<file path="config.mk">
export PLATFORM = sky130hd
export DESIGN_NAME = regfile_multiport
export DESIGN_NICKNAME = d
export VERILOG_FILES = /design/src/rtl/rf_pkg.sv /design/src/rtl/rf_clear_seq.sv /design/src/rtl/regfile_multiport.sv
export SDC_FILE = /design/constraint.sdc
export NUM_CORES = 2
export LEC_CHECK = 0
export CORE_MARGIN = 2
export CORE_UTILIZATION = 40
export CTS_CLUSTER_SIZE = 40
export DETAILED_ROUTE_END_ITERATION = 6
export GPL_ROUTABILITY_DRIVEN = 0
export GPL_TIMING_DRIVEN = 0
export SYNTH_ARGS = -nofsm -noshare
export SYNTH_HDL_FRONTEND = slang
export SYNTH_HIERARCHICAL = 1
export SYNTH_SLANG_ARGS = --single-unit
</file>
<file path="constraint.sdc">
create_clock -name Clk -period 12.2 [get_ports Clk]
set_input_delay 1.83 -clock Clk [delete_from_list [all_inputs] [get_ports Clk]]
set_output_delay 1.83 -clock Clk [all_outputs]
set_load 0.01 [all_outputs]
</file>
<file path="src/rtl/rf_pkg.sv">
// rf_pkg: shared state type and sizing helpers for the multiport register file
package rf_pkg;
    typedef enum logic {RF_CLEAR, RF_RUN} rf_state_t;
    function automatic int rf_depth(input int addr_w);
        return 1 << addr_w;
    endfunction
    localparam int RF_ADDR_W = 5;
    // A ZERO_REG at or beyond DEPTH disables the hardwired zero register
    localparam int RF_NO_ZERO = rf_depth(RF_ADDR_W);
endpackage

</file>
<file path="src/rtl/rf_clear_seq.sv">
// rf_clear_seq: post-reset clear FSM, clear address counter, busy and dropped-write pulse
module rf_clear_seq
    import rf_pkg::*;
#(
    parameter int ADDR_W = 5
) (
    input  logic              Clk,
    input  logic              Reset,
    input  logic              i_reg_wr,
    output logic              o_clr_we,
    output logic [ADDR_W-1:0] o_clr_addr,
    output logic              o_busy,
    output logic              o_wr_drop
);
    rf_state_t         r_state;
    rf_state_t         w_state_nxt;
    logic [ADDR_W-1:0] r_clr_idx;
    logic [ADDR_W-1:0] w_clr_idx_nxt;
    logic              r_wr_drop;
    always_ff @(posedge Clk) begin
        if (Reset) begin
            r_state   <= RF_CLEAR;
            r_clr_idx <= '0;
            r_wr_drop <= 1'b0;
        end else begin
            r_state   <= w_state_nxt;
            r_clr_idx <= w_clr_idx_nxt;
            r_wr_drop <= (r_state == RF_CLEAR) && i_reg_wr;
        end
    end
    // The counter wraps to 0 on the final clear cycle, which is also the RUN transition
    always_comb begin
        w_state_nxt   = (r_state == RF_CLEAR && r_clr_idx == '1) ? RF_RUN : r_state;
        w_clr_idx_nxt = (r_state == RF_CLEAR) ? r_clr_idx + 1'b1 : '0;
    end
    assign o_busy     = (r_state == RF_CLEAR);
    assign o_clr_we   = o_busy;
    assign o_clr_addr = r_clr_idx;
    assign o_wr_drop  = r_wr_drop;
endmodule

</file>
<file path="src/rtl/regfile_multiport.sv">
// regfile_multiport: NUM_READ combinational read ports, one write port, optional zero register and bypass
module regfile_multiport
    import rf_pkg::*;
#(
    parameter int DATA_W   = 64,
    parameter int ADDR_W   = 5,
    parameter int NUM_READ = 2,
    parameter int ZERO_REG = 31,
    parameter int BYPASS   = 1
) (
    input  logic                       Clk,
    input  logic                       Reset,
    input  logic [NUM_READ*ADDR_W-1:0] RA,
    output logic [NUM_READ*DATA_W-1:0] BusOut,
    input  logic [ADDR_W-1:0]          RW,
    input  logic [DATA_W-1:0]          BusW,
    input  logic                       RegWr,
    output logic                       Busy,
    output logic                       WrDrop
);
    localparam int                DEPTH     = rf_depth(ADDR_W);
    localparam bit                ZERO_EN   = (ZERO_REG >= 0) && (ZERO_REG < DEPTH);
    localparam logic [ADDR_W-1:0] ZERO_ADDR = ZERO_EN ? ADDR_W'(ZERO_REG) : '0;
    logic [DATA_W-1:0] r_mem [DEPTH];
    logic              w_clr_we;
    logic [ADDR_W-1:0] w_clr_addr;
    logic              w_wr_en;
    rf_clear_seq #(.ADDR_W(ADDR_W)) u_clr (
        .Clk       (Clk),
        .Reset     (Reset),
        .i_reg_wr  (RegWr),
        .o_clr_we  (w_clr_we),
        .o_clr_addr(w_clr_addr),
        .o_busy    (Busy),
        .o_wr_drop (WrDrop)
    );
    assign w_wr_en = RegWr && !Busy && !(ZERO_EN && RW == ZERO_ADDR);
    // The array is left untouched on reset edges; the clear sequence zeroes it afterwards
    always_ff @(posedge Clk) begin
        if (!Reset) begin
            if (w_clr_we)
                r_mem[w_clr_addr] <= '0;
            else if (w_wr_en)
                r_mem[RW] <= BusW;
        end
    end
    for (genvar i = 0; i < NUM_READ; i++) begin : g_rd
        logic [ADDR_W-1:0] w_ra;
        assign w_ra = RA[i*ADDR_W +: ADDR_W];
        assign BusOut[i*DATA_W +: DATA_W] =
            Busy                                  ? '0   :
            (ZERO_EN && w_ra == ZERO_ADDR)        ? '0   :
            (BYPASS != 0 && RegWr && RW == w_ra)  ? BusW :
                                                    r_mem[w_ra];
    end
endmodule

</file>
==> results.ini <==
[clocking]
insertion_delay_ns = 0.88
cts-htree-levels = 4
postCtsHoldBufs = 0
cts.sinks = 2055
post_cts_buffers = 0
cts_resized = 0
cts_buffers = 215
clkTransAtPathRegs_ns = 0.05
cts.path.max_buffers = 3
tritoncts = built
cts-root-buf = clkbuf_16

[critical_path]
worstSetupPathType = input port to primary output
endpoint_kind = primary output
crit_required_ns = 10.37
worstPathArrival_ns = 7.01
cp-start-kind = input port
path_max_fanout = 10

[pwr]
p_switching_uw = 3520
p_clk_frac = 0.431
power_leakage_uw = 0.0386
switching_share = 0.227
ir_drop_v = 0.000137
p_per_area_nw_per_um2 = 138
pwr-share-seq = 0.498
power_frac_comb = 0.071
p_int_uw = 12000

[grt]
grt_max_degree = 33
antenna_found_initial = 23
first_global_vias = 55200
grt_overflow = 0
grt_usage = 0.251
grt_pass1_wl_um = 430000

[yosys]
ys.flop_type = edfxtp_1
synth-adder-area-share = 0.000259
ys_ff_latch = 2055
synthSimpleGateAreaFrac = 0.0206
synth_top_family_by_area = multiplexers
ys_async_sr_fraction = 0
synth_compound_area_frac = 0.0257
synthXorXnorAreaFrac = 0.000998
yosysWarnings = 6
syn-num-nets = 4784
synthCells = 4700
syn_avg_cell_area_um2 = 20.5
muxShareOfSynthArea = 0.294
synth_enable_flop_cells = 2048
synthDistinctLibCells = 53
syn_area_um2 = 96600
seq_area_frac_synth = 0.638

[timing]
fmax_mhz = 113
timing.final.crit_share = 0.725
rsz0062_at_grt = no
fin_skew_ns = 0.0353
fin_hold_ws_ns = 0.539
drv_slew = 22
hold_viol_final = 0
min_period_ns = 8.84
worst_slew_pin_slew_ns = 1.58
max_slew_margin = -0.0548
setup_viol = 0
setup_tns_ns = 0

[die]
pin_count = 212
die_area_um2 = 245000
die_w_um = 495
core_area_um2 = 240000
row_count = 180
die_h_um = 495
initial_core_util = 0.402

[routing]
wl_met2_um = 149000
dr_wl_met3_um = 24500
vias_per_cell = 6.31
highest_layer = met5
drc = 0
wl_met1_um = 128000
drtAntennaViolNets = 0
dr.pass1.iters = 6
wl_um = 309000
route.vias.total = 54200
avgRoutedWirePerCell_um = 36.0
dr.first_iter.drc_count = 7362

[finish]
drive_above_1_share = 0.337
multi_input_area_um2 = 33300
n_fill_cell = 19900
area_growth_pct = 16.0
nNetsFinal = 5298
seq_area_um2 = 61600

[run_status]
violations = capacitance limit, slew limit
outcome = finished with violations

[placed_design]
dp_hpwl_um = 223000
port_buffers = 202

[worst_hold_path]
worstHoldPathType = flop to flop

[flow_run]
max_cap_violations = 2

==> path summary, 6_finish.rpt <==
check | from | end | slack (ns) | cells after the start
worst max-delay path | RA[9] | BusOut[115] | 3.36 | 10
worst min-delay path | u_clr/o_clr_addr[0] | u_clr/o_clr_addr[0] | 0.54 | 1
worst max register to register | u_clr/r_state | r_mem[9][56] | 7.36 | 9
worst min register to register | u_clr/o_clr_addr[0] | u_clr/o_clr_addr[0] | 0.54 | 1
==> routing by layer <==
layer,GRT usage,vias to the layer above
li1,-,21500
met1,0.357,29700
met2,0.401,2601
met3,0.0426,375
met4,0.0692,4
met5,0,-
==> kinds of logic (layout without fill, tap and decap cells) <==
| logic type | count (synthesis) | count (layout) |
|---|---|---|
| other cells | 0 | 15 |
| simple gates | 405 | 405 |
| buf+inv | 389 | 1084 |
| compound gates | 364 | 364 |
| mux | 1474 | 1474 |
| xor+xnor | 11 | 11 |
| fa+ha+maj | 2 | 2 |
| flops | 2055 | 2055 |
==> metrics by stage <==
step                instance area (µm²)   util  instances  worst slack, ns  total power (µW)
floorplan                         96600      -       4700             5.78              8520
global placement                 103000  0.427       8087            0.901              8940
detailed placement               105000  0.437       8182             3.46              8960
CTS                              112000  0.466       8580             3.44             15600
global route                     112000  0.466       8589             3.31             15900
finish                           112000  0.466       8595             3.36             15500
==> cell type report <==
class,instances,share of cell area
buffer,381,0.0172
inverter,8,0.000268
timing repair buffer,297,0.0366
clock inverter,138,0.0135
tap,3185,0.0356
clock buffer,260,0.0495
sequential,2055,0.550
multi-input combinational,2256,0.297
antenna,15,0.000335
==> power groups by stage <==
stage,clock (µW),sequential (µW),combinational (µW)
after detailed placement,0,7860,1100
final,6680,7710,1100
after floorplan,0,7860,662
after global placement,0,7870,1070
after global routing,7010,7710,1140
after CTS,6740,7710,1100
==> cell usage in the layout, fill, tap and decap left out, drive strengths merged, types with 7 or more instances in the layout <==
cell / Yosys / layout
mux4: 1078 / 1078
a211oi: 58 / 58
clkdlybuf4s50: 0 / 202
a22oi: 12 / 12
nor2: 106 / 106
o21ai: 73 / 73
mux2i: 274 / 274
nand2: 81 / 81
nand3: 8 / 8
inv: 7 / 16
nor3: 62 / 62
clkinvlp: 0 / 8
a22o: 58 / 58
mux2: 122 / 122
clkinv: 1 / 94
bufinv: 0 / 28
xnor2: 7 / 7
o22ai: 125 / 125
clkbuf: 176 / 436
buf: 205 / 300
dfxtp: 7 / 7
edfxtp: 2048 / 2048
diode: 0 / 15
and2: 127 / 127
==> worst max-delay path, cell delays in order <==
cell and delay (ns):
clkdlybuf4s50_1 0.49, buf_2 0.32, clkinv_1 0.54, nand2_1 0.65, clkbuf_1 1.17, clkbuf_1 0.50, o22ai_1 0.13, nor3_1 0.57
a22o_1 0.24, clkdlybuf4s50_1 0.54
==> cell usage after synthesis, drive strengths merged (2+ instances only) <==
master	n	share of area
a2111oi	2	0.00018
a211oi	58	0.0045
a21oi	6	0.00031
a221oi	6	0.00054
a22o	58	0.0053
a22oi	12	0.00093
a31oi	3	0.00019
and2	127	0.0082
and3	3	0.00019
buf	205	0.013
clkbuf	176	0.0068
dfxtp	7	0.0015
edfxtp	2048	0.64
ha	2	0.00026
inv	7	0.00027
mux2	122	0.014
mux2i	274	0.028
mux4	1078	0.25
nand2	81	0.0031
nand2b	4	0.00026
nand3	8	0.00041
nor2	106	0.0041
nor2b	5	0.00032
nor3	62	0.0032
nor4	2	0.00019
o211a	3	0.00031
o211ai	2	0.00016
o21ai	73	0.0038
o22ai	125	0.0081
o31ai	6	0.00047
o32ai	2	0.00018
or2	2	0.00013
xnor2	7	0.00063
xor2	4	0.00036
==> state kept, by name, indices dropped and copies added, names as in the netlist <==
signal,cells
u_clr/r_state,1
u_clr/o_wr_drop,1
u_clr/o_clr_addr,5
r_mem,2048
(Power assumes the default switching activity.)
